`src/rtl/single_pkg.sv`:
```
// Constants and state type shared by the single-precision arithmetic blocks.
package single_pkg;

  localparam int BIAS    = 127;
  localparam int EXP_W   = 8;
  localparam int MAN_W   = 23;
  localparam int EXP_MAX = 255;

  typedef enum logic [1:0] {
    IDLE,
    PREP,
    CALC,
    PACK
  } state_e;

endpackage

```
`src/rtl/single_divide_if.sv`:
```
// Operand/result handshake bundle for single_divide.
interface single_divide_if;

  logic        in_valid;
  logic [31:0] a;
  logic [31:0] b;
  logic        in_ready;
  logic        out_valid;
  logic [31:0] c;
  logic        div_by_zero;

  modport master (
    output in_valid, a, b,
    input  in_ready, out_valid, c, div_by_zero
  );

  modport slave (
    input  in_valid, a, b,
    output in_ready, out_valid, c, div_by_zero
  );

endinterface

```
`src/rtl/single_div_core.sv`:
```
// 24-step restoring divider for normalised mantissas, one quotient bit per cycle, MSB first.
// Only the 23 fraction bits are kept because the leading quotient bit is always 1.
module single_div_core
  import single_pkg::*;
(
  input  logic             clk,
  input  logic             rstn,
  input  logic             start_i,
  input  logic [MAN_W:0]   ma_i,
  input  logic [MAN_W:0]   mb_i,
  output logic             done_o,
  output logic [MAN_W-1:0] quotient_o
);

  localparam logic [4:0] LAST_STEP = 5'(MAN_W);

  logic [MAN_W+1:0] rem_q, rem_d;
  logic [MAN_W:0]   div_q, div_d;
  logic [MAN_W:0]   diff;
  logic [MAN_W-1:0] quot_q, quot_d;
  logic [4:0]       cnt_q, cnt_d;
  logic             busy_q, busy_d;

  always_comb begin
    rem_d  = rem_q;
    div_d  = div_q;
    quot_d = quot_q;
    cnt_d  = cnt_q;
    busy_d = busy_q;
    // Only meaningful when rem >= divisor, where the true difference fits in 24 bits.
    diff   = rem_q[MAN_W:0] - div_q;
    if (start_i) begin
      rem_d  = (ma_i < mb_i) ? {ma_i, 1'b0} : {1'b0, ma_i};
      div_d  = mb_i;
      quot_d = '0;
      cnt_d  = '0;
      busy_d = 1'b1;
    end else if (busy_q) begin
      if (rem_q >= {1'b0, div_q}) begin
        quot_d = {quot_q[MAN_W-2:0], 1'b1};
        rem_d  = {diff, 1'b0};
      end else begin
        quot_d = {quot_q[MAN_W-2:0], 1'b0};
        rem_d  = {rem_q[MAN_W:0], 1'b0};
      end
      cnt_d  = cnt_q + 5'd1;
      busy_d = (cnt_q != LAST_STEP);
    end
  end

  always_ff @(posedge clk) begin
    if (!rstn) begin
      rem_q  <= '0;
      div_q  <= '0;
      quot_q <= '0;
      cnt_q  <= '0;
      busy_q <= 1'b0;
    end else begin
      rem_q  <= rem_d;
      div_q  <= div_d;
      quot_q <= quot_d;
      cnt_q  <= cnt_d;
      busy_q <= busy_d;
    end
  end

  // High during the final step; quotient_o is complete from the following cycle.
  assign done_o     = busy_q && (cnt_q == LAST_STEP);
  assign quotient_o = quot_q;

endmodule

```
`src/rtl/single_divide.sv`:
```
// Fixed-latency IEEE-754 single-precision divider: truncating, denormals flushed, no NaN output.
// The FSM here owns exponent, sign and special cases; the mantissa loop lives in single_div_core.
module single_divide
  import single_pkg::*;
(
  input  logic clk,
  input  logic rstn,
  single_divide_if.slave bus
);

  localparam logic        [EXP_W+1:0] BIAS_X  = BIAS[EXP_W+1:0];
  localparam logic signed [EXP_W+1:0] EMAX_S  = EXP_MAX[EXP_W+1:0];
  localparam logic signed [EXP_W+1:0] EZERO_S = '0;

  state_e           state_q, state_d;
  logic [31:0]      a_q, a_d, b_q, b_d, c_q, c_d;
  logic             dbz_q, dbz_d, ov_q, ov_d;
  logic [MAN_W:0]   ma, mb;
  logic [EXP_W-1:0] ea, eb;
  logic             sign, a_zero, b_zero, adj;
  logic [EXP_W+1:0] exp_u;
  logic signed [EXP_W+1:0] exp_s;
  logic [31:0]      res;
  logic             core_done;
  logic [MAN_W-1:0] quotient;

  assign ma = {1'b1, a_q[MAN_W-1:0]};
  assign mb = {1'b1, b_q[MAN_W-1:0]};
  assign ea = a_q[MAN_W +: EXP_W];
  assign eb = b_q[MAN_W +: EXP_W];

  single_div_core u_core (
    .clk        (clk),
    .rstn       (rstn),
    .start_i    (state_q == PREP),
    .ma_i       (ma),
    .mb_i       (mb),
    .done_o     (core_done),
    .quotient_o (quotient)
  );

  // Result packing; zero results are always +0, and a zero divisor wins over a zero dividend.
  always_comb begin
    sign   = a_q[31] ^ b_q[31];
    a_zero = (ea == '0);
    b_zero = (eb == '0);
    adj    = (ma < mb);
    exp_u  = {2'b00, ea} - {2'b00, eb} + BIAS_X - {{(EXP_W+1){1'b0}}, adj};
    exp_s  = signed'(exp_u);
    res    = '0;
    if (b_zero)
      res = {sign, {EXP_W{1'b1}}, {MAN_W{1'b0}}};
    else if (a_zero)
      res = '0;
    else if (exp_s >= EMAX_S)
      res = {sign, {EXP_W{1'b1}}, {MAN_W{1'b0}}};
    else if (exp_s <= EZERO_S)
      res = '0;
    else
      res = {sign, exp_s[EXP_W-1:0], quotient};
  end

  always_comb begin
    state_d = state_q;
    a_d     = a_q;
    b_d     = b_q;
    c_d     = c_q;
    dbz_d   = dbz_q;
    ov_d    = 1'b0;
    case (state_q)
      IDLE: if (bus.in_valid) begin
        a_d     = bus.a;
        b_d     = bus.b;
        state_d = PREP;
      end
      PREP: state_d = CALC;
      CALC: if (core_done) state_d = PACK;
      PACK: begin
        state_d = IDLE;
        ov_d    = 1'b1;
        c_d     = res;
        dbz_d   = b_zero;
      end
      default: state_d = IDLE;
    endcase
  end

  always_ff @(posedge clk) begin
    if (!rstn) begin
      state_q <= IDLE;
      a_q     <= '0;
      b_q     <= '0;
      c_q     <= '0;
      dbz_q   <= 1'b0;
      ov_q    <= 1'b0;
    end else begin
      state_q <= state_d;
      a_q     <= a_d;
      b_q     <= b_d;
      c_q     <= c_d;
      dbz_q   <= dbz_d;
      ov_q    <= ov_d;
    end
  end

  assign bus.in_ready    = (state_q == IDLE);
  assign bus.out_valid   = ov_q;
  assign bus.c           = c_q;
  assign bus.div_by_zero = dbz_q;

endmodule

```
`src/flat_wrapper.sv`:
```
// flat-port wrapper written by rule: the top's interface ports become plain ports
module single_divide_flat import single_pkg::*;
  (clk, rstn, bus_in_valid, bus_a, bus_b, bus_in_ready, bus_out_valid, bus_c, bus_div_by_zero);
  single_divide_if bus_i ();
  input  logic clk;
  input  logic rstn;
  input wire logic [$bits(bus_i.in_valid)-1:0] bus_in_valid;
  input wire logic [$bits(bus_i.a)-1:0] bus_a;
  input wire logic [$bits(bus_i.b)-1:0] bus_b;
  output wire logic [$bits(bus_i.in_ready)-1:0] bus_in_ready;
  output wire logic [$bits(bus_i.out_valid)-1:0] bus_out_valid;
  output wire logic [$bits(bus_i.c)-1:0] bus_c;
  output wire logic [$bits(bus_i.div_by_zero)-1:0] bus_div_by_zero;
  assign bus_i.in_valid = bus_in_valid;
  assign bus_i.a = bus_a;
  assign bus_i.b = bus_b;
  assign bus_in_ready = bus_i.in_ready;
  assign bus_out_valid = bus_i.out_valid;
  assign bus_c = bus_i.c;
  assign bus_div_by_zero = bus_i.div_by_zero;
  single_divide u_core (.clk(clk), .rstn(rstn), .bus(bus_i));
endmodule
```
`config.mk`:
```
export PLATFORM = sky130hd
export DESIGN_NAME = single_divide_flat
export DESIGN_NICKNAME = d
export VERILOG_FILES = /design/src/rtl/single_pkg.sv /design/src/rtl/single_divide_if.sv /design/src/rtl/single_div_core.sv /design/src/rtl/single_divide.sv /design/src/flat_wrapper.sv
export SDC_FILE = /design/constraint.sdc
export NUM_CORES = 1
export LEC_CHECK = 0
export BUFFER_PORTS_ARGS = -buffer_cell sky130_fd_sc_hd__buf_4
export CAP_MARGIN = 20
export CORE_MARGIN = 2
export CORE_UTILIZATION = 32
export CTS_CLUSTER_SIZE = 8
export DETAILED_ROUTE_END_ITERATION = 8
export GPL_ROUTABILITY_DRIVEN = 0
export GPL_TIMING_DRIVEN = 0
export PLACE_DENSITY_LB_ADDON = 0.3
export SLEW_MARGIN = 10
export SYNTH_ARGS = -nofsm -noshare
export SYNTH_HDL_FRONTEND = slang
export SYNTH_SLANG_ARGS = --single-unit
```
`constraint.sdc`:
```
create_clock -name clk -period 5.4 [get_ports clk]
set_clock_uncertainty 0.1 [all_clocks]
set_input_delay 0 -clock clk [delete_from_list [all_inputs] [get_ports clk]]
set_output_delay 0 -clock clk [all_outputs]
set_load 0.02 [all_outputs]
```
## Word-level counts from Yosys, hierarchy flattened

Index checks and enable logic that the tools add are counted.

| operators by class | value |
|---|---|
| bitwise logic cells | 2 |
| reductions and logical operators | 8 |
| eq/ne operators | 7 |
| magnitude comparators | 4 |
| add/sub/neg operators | 5 |
| muxes and demuxes | 15 |

Operators with widths:

| kind | count |
|---|---|
| 32-bit 2-to-1 mux | 4 |
| 25-bit 2-to-1 mux | 4 |
| 25-bit by 24-bit >= comparator with 1-bit output | 1 |
| 24-bit < comparator | 1 |
| 24-bit subtractor | 1 |
| 8-bit zero test | 2 |
| 10-bit by 7-bit adder with 10-bit output (second input constant) | 1 |
| 10-bit by 9-bit >= comparator with 1-bit output (second input constant) | 1 |
| 10-bit by 1-bit <= comparator with 1-bit output (second input constant) | 1 |
| 10-bit by 1-bit subtractor with 10-bit output | 1 |
| 8-bit by 8-bit subtractor with 9-bit output | 1 |
| 2-bit case mux with 4 select lines | 1 |
| 5-bit by 1-bit adder with 5-bit output (second input constant) | 1 |
| 5-bit == test (second input constant) | 1 |
| 5-bit != test (second input constant) | 1 |
| 2-bit == test (second input constant) | 2 |
| 1-bit 2-to-1 mux | 4 |
| 2-bit 2-to-1 mux | 2 |
| 2-bit AND reduction | 2 |
| 2-bit by 1-bit == test with 1-bit output (second input constant) | 1 |
| 2-bit zero test | 1 |
| 2-bit by 1-bit != test with 1-bit output (second input constant) | 1 |
| 2-bit != test (second input constant) | 1 |
| 2-bit nonzero test | 1 |
| other kinds (4) | 4 |

| storage, ports and cells | value |
|---|---|
| logic and storage cells | 52 |
| bits of input ports | 67 |
| bits in registers | 178 |
| output and inout bits | 35 |

## Depth between registers and ports, before layout

Gate-level depths: netlist (run 1).

| logic depth | value |
|---|---|
| depth in word-level cells | 8 |
| mapped depth | 26 |
| mapped depth without buffers | 22 |

## Cells and area by module

A second synthesis (run 1) with hierarchy kept.

| second synthesis, totals | value |
|---|---|
| cell total of the unflattened synthesis | 1226 |
| area total of the unflattened synthesis | 10403.7 um^2 |

By module, submodules not included:

| module | cells an instance | seq. area each (um^2) | area an instance (um^2) | instances |
|---|---|---|---|---|
| single_div_core | 654 | 1561.5 | 5444.0 | 1 |
| single_divide | 572 | 2001.9 | 4959.8 | 1 |

## Least setup slack after synthesis (run 1)

OpenSTA, ideal clock, no wires.

| path | value |
|---|---|
| path type | reg2reg |
| from | register u_core.b_q[5] |
| to | register u_core.c_q[10] (netlist: u_core.bus.c[10]) |
| arrival time | 4.741 ns |
| period minus slack after synthesis | 4.899 ns |
| buffers on the path | 4 |
| setup slack | 0.501 ns |
| stages on the path, launching flop included | 26 |
| library setup time | 0.058 ns |
| required time | 5.242 ns |
| cell sequence | dfxtp_1 > inv_1 > ha_1 > a21o_1 > a211oi_1 > o21ai_0 > a211oi_1 > o31a_1 > clkbuf_1 > buf_2 > inv_1 > ha_1 > ha_1 > inv_1 > fa_1 > nor2b_4 > o21ai_2 > a21boi_2 > o31a_1 > or3_1 > a31oi_1 > and2_1 > buf_6 > nor4b_4 > buf_6 > a22o_2 |

| between the ends | value |
|---|---|
| longest elaborated chain between the ends | 7 |
| elaborated cells on any way between the ends | 8 |
| classes of those cells | add/sub: 1; order compare: 3; mux: 4 |

Ends and longest elaborated chain:

| item | line | RTL |
|---|---|---|
| start: declaration | single_divide.sv:16 | `logic [31:0] a_q, a_d, b_q, b_d, c_q, c_d;` |
| start signal: assignment | single_divide.sv:92 | `b_q <= '0;` |
| start signal: assignment | single_divide.sv:99 | `b_q <= b_d;` |
| 24-bit < comparator (*) | single_divide.sv:47 | `adj = (ma < mb);` |
| 10-bit by 1-bit subtractor with 10-bit output (*) | single_divide.sv:48 | `exp_u = {2'b00, ea} - {2'b00, eb} + BIAS_X - {{(EXP_W+1){1'b0}}, adj};` |
| 10-bit by 1-bit <= comparator with 1-bit output | single_divide.sv:57 | `else if (exp_s <= EZERO_S)` |
| 32-bit 2-to-1 mux | single_divide.sv:57 |  |
| 32-bit 2-to-1 mux (*) | single_divide.sv:55 | `else if (exp_s >= EMAX_S)` |
| 32-bit 2-to-1 mux (*) | single_divide.sv:53 | `else if (a_zero)` |
| 32-bit 2-to-1 mux (*) | single_divide.sv:51 | `if (b_zero)` |
| end signal: assignment | single_divide.sv:93 | `c_q <= '0;` |
| end signal: assignment | single_divide.sv:100 | `c_q <= c_d;` |
| end: declaration | single_divide.sv:16 |  |

Every way passes the cells marked *; elsewhere a longest branch is shown, timed or not.
A chain may end at the register's enable or synchronous reset.

## Worst setup path in the final report (run 1)

| path | value |
|---|---|
| from | register u_core.b_q[5] |
| to | register u_core.c_q[20] (netlist: u_core.bus.c[20]) |

The elaborated chain is that of the path after synthesis.

==> reports/metrics.cfg, run 1 <==
[run_status]
outcome=finished clean

[die]
die-area_sq_mm=0.0305
ios=102
fp-row-count=62
die_h_um=175
core_region_area_sq_mm=0.0287
die_w_um=175
start_util=0.325

[route]
routed-via-count=8325
wirelength_um=25500
ant_nets=0
wl_per_cell_um=15.0
drcViolationCount=0
drtPass1Iterations=5
via_per_inst=4.91
drt_iter0_markers=489

[timing]
setup_ws_ns=0.388
worst_pin_slew_ns=0.982
holdWs_ns=0.249
rsz0062_at_grt=false
setup_viol=0
maxSlewViolCount=0
hold_viol=0
finalCriticalPeriod_ns=5.01
fin_crit_sh=0.928
fmax_mhz=200
maxSlewHeadroom=0.340
finalSetupTns_ns=0

[yosys]
synth_cell_types=65
synthArstFlopShare=0
yosys.area_share.simple=0.152
synth_compound_area_frac=0.196
netlist_area_sq_mm=0.00933
yosys.area_share.adder=0.0963
syn_inst=1107
synth_edf_count=0
synth.yosys.seq_area_share=0.382
synthMuxAreaShare=0.0816
syn_area_per_cell_sq_um=8.43
synth-xor-area-share=0.0310
synth_top_family_by_area=compound AO/OA/AOI/OAI gates
yosys_warnings=0
synth_seq_cells=178
synth_fp_nets=1244
synth_ff_type=dfxtp_1

[cts]
clk_latency_ns=0.44
cts-root-buf=clkbuf_16
numCtsBuffers=17
cts.path.max_buffers=2
htree_num_levels=4
clk_pin_slew_ns=0.08
cts_tree=yes
cts_sinks=178

[global_routing]
grt_overflow=0
antenna_found_initial=0
grt_max_degree=23
grt_util_all_layers=0.171
grt_pass1_vias=8338
grt_pass1_wl_um=42300

[finish]
layout_commonest_cell=dfxtp_1
syn2layout_area_growth_pct=27.9
antenna_cells=0
fin_nets=1434
finalInstanceArea_sq_mm=0.0119
finalNonFillerCells=1694
drive_gt1_frac=0.138
final_cell_mix=178 x dfxtp_1, 158 x nand2_1, 122 x a21oi_1

[worst_setup_path]
worstPathArrival_ns=5.29
worstRegToRegCells=24
crit_required_ns=5.68
crit_type=flip-flop to flip-flop
critPathLaunch=u_core.b_q[5]$_SDFFE_PN0P_
crit_path_end=u_core.bus.c[20]$_SDFFE_PN0P_
worstReg2RegEnd=u_core.bus.c[20]$_SDFFE_PN0P_
cp-start-kind=flip-flop
r2r-start=u_core.b_q[5]$_SDFFE_PN0P_
path_max_fanout=10
end_kind=flip-flop
r2r_setup_slack_ns=0.39

[placement]
place_ws_ns=-0.748
dpl_cell_area_sq_mm=0.0106
port_buffers=101
placed_cells=1592
dp_hpwl_um=18900

[power_and_ir_drop]
total_leakage_power_uw=0.00493
p_per_area_mw_per_mm2=620
irDropWorstVdd_v=0.000396

[run]
maxCapViolations=0

[worst_hold_path]
holdPathStages=4
hp-class=input pin to flip-flop

sequential cells by signal, summed over array words and instances (netlist names):
| signal | flops |
|---|---|
| u_core.u_core.cnt_q | 5 |
| u_core.u_core.rem_q | 25 |
| u_core.bus.c | 32 |
| u_core.u_core.quotient_o | 23 |
| u_core.a_q | 32 |
| u_core.bus.out_valid | 1 |
| u_core.u_core.div_q | 24 |
| u_core.bus.div_by_zero | 1 |
| u_core.state_q | 2 |
| u_core.b_q | 32 |
| u_core.u_core.busy_q | 1 |
area by class of cell:
type	instances	area, sq um
clock inverters	15	206
plain buffers	54	238
well taps	384	480
clock buffers	17	425
fillers	2922	16800
flip-flops and latches	178	3560
inverters	86	323
repair buffers	173	1460
multi-input cells	787	5230
cells in the mapped netlist, drive strengths merged, types with 3 or more instances:
master / count / share of area
a31oi: 10 / 0.0067
buf: 26 / 0.014
mux2i: 76 / 0.082
nor2: 95 / 0.038
a221oi: 5 / 0.0054
or3: 3 / 0.0020
fa: 3 / 0.0064
nand2: 158 / 0.064
dfxtp: 178 / 0.38
nand4: 13 / 0.0087
o211ai: 4 / 0.0032
a21oi: 122 / 0.065
nor3: 12 / 0.0064
or2: 3 / 0.0020
o21ai: 39 / 0.021
o21bai: 3 / 0.0024
nand2b: 3 / 0.0020
nand3: 8 / 0.0043
o22ai: 3 / 0.0020
and2: 5 / 0.0034
o31a: 4 / 0.0039
o31ai: 5 / 0.0040
o32ai: 9 / 0.0085
clkbuf: 30 / 0.012
o21a: 6 / 0.0048
inv: 84 / 0.034
a21o: 19 / 0.015
xor2: 16 / 0.015
a22o: 23 / 0.024
and3: 4 / 0.0027
ha: 67 / 0.090
nor2b: 7 / 0.0055
nor4: 5 / 0.0034
a211o: 6 / 0.0056
xnor2: 17 / 0.016
a211oi: 12 / 0.0097
worst min path at each step:
stage	start	endpoint	slack, ns
after detailed placement	bus_a[15]	u_core.a_q[15]$_SDFFE_PN0P_	0.15
final	bus_a[11]	u_core.a_q[11]$_SDFFE_PN0P_	0.25
after floorplan	bus_b[27]	u_core.b_q[27]$_SDFFE_PN0P_	0.04
after CTS	bus_a[11]	u_core.a_q[11]$_SDFFE_PN0P_	0.24
after global routing	bus_a[11]	u_core.a_q[11]$_SDFFE_PN0P_	0.26
after global placement	bus_a[15]	u_core.a_q[15]$_SDFFE_PN0P_	0.15
critical path, cell delays in order, from the launching register on:
cell and delay, ns:
dfxtp_1 0.38, inv_1 0.06, ha_1 0.31, a21o_1 0.18, a211oi_1 0.30, o21ai_2 0.17, a211oi_4 0.36, o31a_4 0.23
inv_1 0.07, ha_1 0.18, ha_1 0.19, inv_1 0.07, fa_1 0.25, nor2b_4 0.05, o21ai_2 0.14, a21boi_2 0.09
o31a_1 0.28, or3_1 0.41, a31oi_2 0.21, and2_1 0.16, buf_6 0.12, nor4b_4 0.17, buf_4 0.17, buf_6 0.14
a22o_2 0.15
routing by layer:
| metal | up-vias | wire length, um | track usage |
|---|---|---|---|
| met4 | 0 | 835 | 0.0681 |
| met5 | - | 0 | 0 |
| li1 | 4232 | - | - |
| met2 | 148 | 11700 | 0.286 |
| met1 | 3910 | 12200 | 0.224 |
| met3 | 35 | 728 | 0.0198 |
power by group:
group | leakage (uW) | internal [uW] | switching [uW]
sequential | 0.00145 | 1520 | 177
combinational | 0.00317 | 1820 | 2590
clock | 0.000307 | 648 | 653
total | 0.00493 | 3990 | 3420
cells by family after synthesis:
group | after synthesis
XOR/XNOR | 33
AO/OA/AOI/OAI | 283
multiplexers | 76
adder cells (fa/ha/maj) | 70
flip-flops | 178
AND/OR/NAND/NOR | 325
buffers and inverters | 142
timing repair:
item | 4_1_cts | 5_1_grt
hold endpoints to repair | 70 | 0
pin swaps | 0 | 4
gates resized for setup | 5 | 4
buffers inserted | 2 | 4
hold buffers | 66 | 0
endpoints found under the setup margin | 31 | 28
through the flow:
stage | utilization | total power (uW)
after floorplan | - | 4940
after global placement | 0.368 | 5900
after detailed placement | 0.368 | 5950
after CTS | 0.414 | 7330
after global routing | 0.416 | 8020
final | 0.416 | 7400
(Power assumes the default switching activity.)
==> run 2, diff against run 1 <==
Settings changed: CTS_BUF_LIST set to sky130_fd_sc_hd__clkbuf_8 sky130_fd_sc_hd__clkbuf_16, PLACE_DENSITY set to 0.53, PLACE_DENSITY_LB_ADDON 0.3 to unset, SLEW_MARGIN 10 to unset.
==> run 2 against run 1 <==
Effect of this change: final cell count stayed put; worst hold slack got worse by 0.013 ns; largest power group unchanged; power is 1.2% higher; sequential cell count stayed put; die area unchanged.
==> reports/metrics.cfg, run 2 (same netlist as run 1, synthesis figures left out) <==
[finish]
fill_cells=2973
multi_input_area_sq_mm=0.00525
drive_gt1_frac=0.144
finalNonFillerCells=1694
layout_commonest_cell=dfxtp_1
final_cell_mix=175 x dfxtp_1, 158 x nand2_1, 122 x a21oi_1
antenna_cells=0
syn2layout_area_growth_pct=28.3
fin_nets=1434
seq_area_sq_mm=0.00357

[route]
via_per_inst=4.88
drt_iter0_markers=410
top_layer_used=met4
met3_length_um=819
met2_length_um=12200
drtPass1Iterations=5
wl_per_cell_um=15.5
drcViolationCount=0
routed-via-count=8268
wirelength_um=26200
ant_nets=0
routedLengthMet1_um=12700

[global_routing]
grt_max_degree=23
grt_util_all_layers=0.173
grt_pass1_wl_um=42200
grt_overflow=0
grt_pass1_vias=8197
antenna_found_initial=0

[timing]
maxSlewViolCount=0
holdWs_ns=0.236
setup_ws_ns=0.136
worst_pin_slew_ns=0.952
fin_crit_sh=0.975
hold_viol=0
setup_viol=0
finalCriticalPeriod_ns=5.26
fmax_mhz=190
maxSlewHeadroom=0.361

[cts]
cts.path.max_buffers=2
clk_pin_slew_ns=0.09
clk_latency_ns=0.44
numCtsBuffers=17
htree_num_levels=4
cts_sinks=178
cts-root-buf=clkbuf_16
cts_tree=yes

[placement]
place_ws_ns=-0.779
dp_hpwl_um=19500
port_buffers=101
placed_cells=1592

[worst_setup_path]
r2r_setup_slack_ns=0.14
crit_type=flip-flop to flip-flop
worstReg2RegEnd=u_core.bus.c[20]$_SDFFE_PN0P_
worstRegToRegCells=24
cp-start-kind=flip-flop
end_kind=flip-flop
crit_chain=inv_1 -> ha_1 -> nand2_1 -> o21ai_2 -> a21oi_1 -> o21ai_2 -> a211oi_2 -> o31a_4 -> buf_8 -> inv_1 -> ha_1 -> ha_1 -> inv_1 -> fa_2 -> inv_1 -> or4_1 -> nor4_2 -> a31oi_2 -> and2_1 -> buf_6 -> nor4b_4 -> buf_4 -> buf_6 -> a22o_2
crit_buf_inv=8
path_delay_family=compound AO/OA/AOI/OAI gates
cp_slowest_cell=or4_1
r2r-start=u_core.b_q[2]$_SDFFE_PN0P_
worstPathArrival_ns=5.50
path_max_fanout=10
critPathMostFrequentCell=inv_1
max_stage_delay_ns=0.54
crit_required_ns=5.64

[worst_hold_path]
hp-start=bus_a[27]
hold-path-endpoint=u_core.a_q[27]$_SDFFE_PN0P_
hp-class=input pin to flip-flop
holdPathStages=4

[power_and_ir_drop]
total_leakage_power_uw=0.00494
irDropWorstVdd_v=0.000317
p_total_uw=7490
p_per_area_mw_per_mm2=626

[die]
die_w_um=175
ios=102
fp-row-count=62
start_util=0.325
core_region_area_sq_mm=0.0287
die-area_sq_mm=0.0305
die_h_um=175

[run_status]
outcome=finished clean

[run]
maxCapViolations=0

-- run 2: changes by cell type in the layout (fill, tap and decap cells not counted), sizes merged --
cell    delta
clkinv     +2
inv        -2
-- run 2: what timing repair did --
item | CTS | global route
pin swaps | 0 | 4
endpoints found under the setup margin | 32 | 23
hold endpoints to repair | 70 | 0
buffers inserted | 2 | 3
hold buffers | 66 | 0
resized for setup | 8 | 12
-- run 2: layout make-up --
cell class	instances	share of cell area
tap	384	0.0402
clock inverter	15	0.0177
clock buffer	17	0.0356
buffer	55	0.0211
sequential	178	0.298
timing repair buffer	172	0.122
inverter	86	0.0270
multi-input combinational	787	0.439
-- run 2: metrics by stage --
step	utilization	cell area (sq um)	setup TNS (ns)
2_1_floorplan	-	9330	0
3_3_place_gp	0.368	10600	-20.07
3_5_place_dp	0.368	10600	-19.70
4_1_cts	0.414	11900	0
5_1_grt	0.417	12000	-0.714
6_report	0.417	12000	0
-- run 2: power breakdown --
part	switching [uW]	internal (uW)
logic	2640	1840
clock network	663	647
registers	179	1520
total	3480	4010
-- run 2: how the worst max path moves through the flow --
stage                                          start                       endpoint  slack (ns)  cells past startpoint
after floorplan           u_core.b_q[5]$_SDFFE_PN0P_  u_core.bus.c[10]$_SDFFE_PN0P_        0.50                     25
after global placement    u_core.b_q[2]$_SDFFE_PN0P_  u_core.bus.c[20]$_SDFFE_PN0P_       -0.79                     26
after detailed placement  u_core.b_q[2]$_SDFFE_PN0P_   u_core.bus.c[4]$_SDFFE_PN0P_       -0.78                     26
after CTS                 u_core.b_q[5]$_SDFFE_PN0P_  u_core.bus.c[20]$_SDFFE_PN0P_        0.05                     24
after global routing      u_core.b_q[2]$_SDFFE_PN0P_  u_core.bus.c[20]$_SDFFE_PN0P_       -0.05                     26
final                     u_core.b_q[2]$_SDFFE_PN0P_  u_core.bus.c[20]$_SDFFE_PN0P_        0.14                     24
-- run 2: worst reg2reg max path: cells and delay by family (launching register included) --
family | cells | cell delay [ns]
adders and majority gates | 4 | 1.14
DFF | 1 | 0.39
AOI/OAI and AO/OA | 7 | 1.46
buffers and inverters | 8 | 0.86
and+or+nand+nor | 5 | 1.25
-- run 2: per-layer routing --
metal,vias up,global-route usage
li1,4238,-
met1,3863,0.230
met2,145,0.285
met3,22,0.0281
met4,0,0.0566
met5,-,0
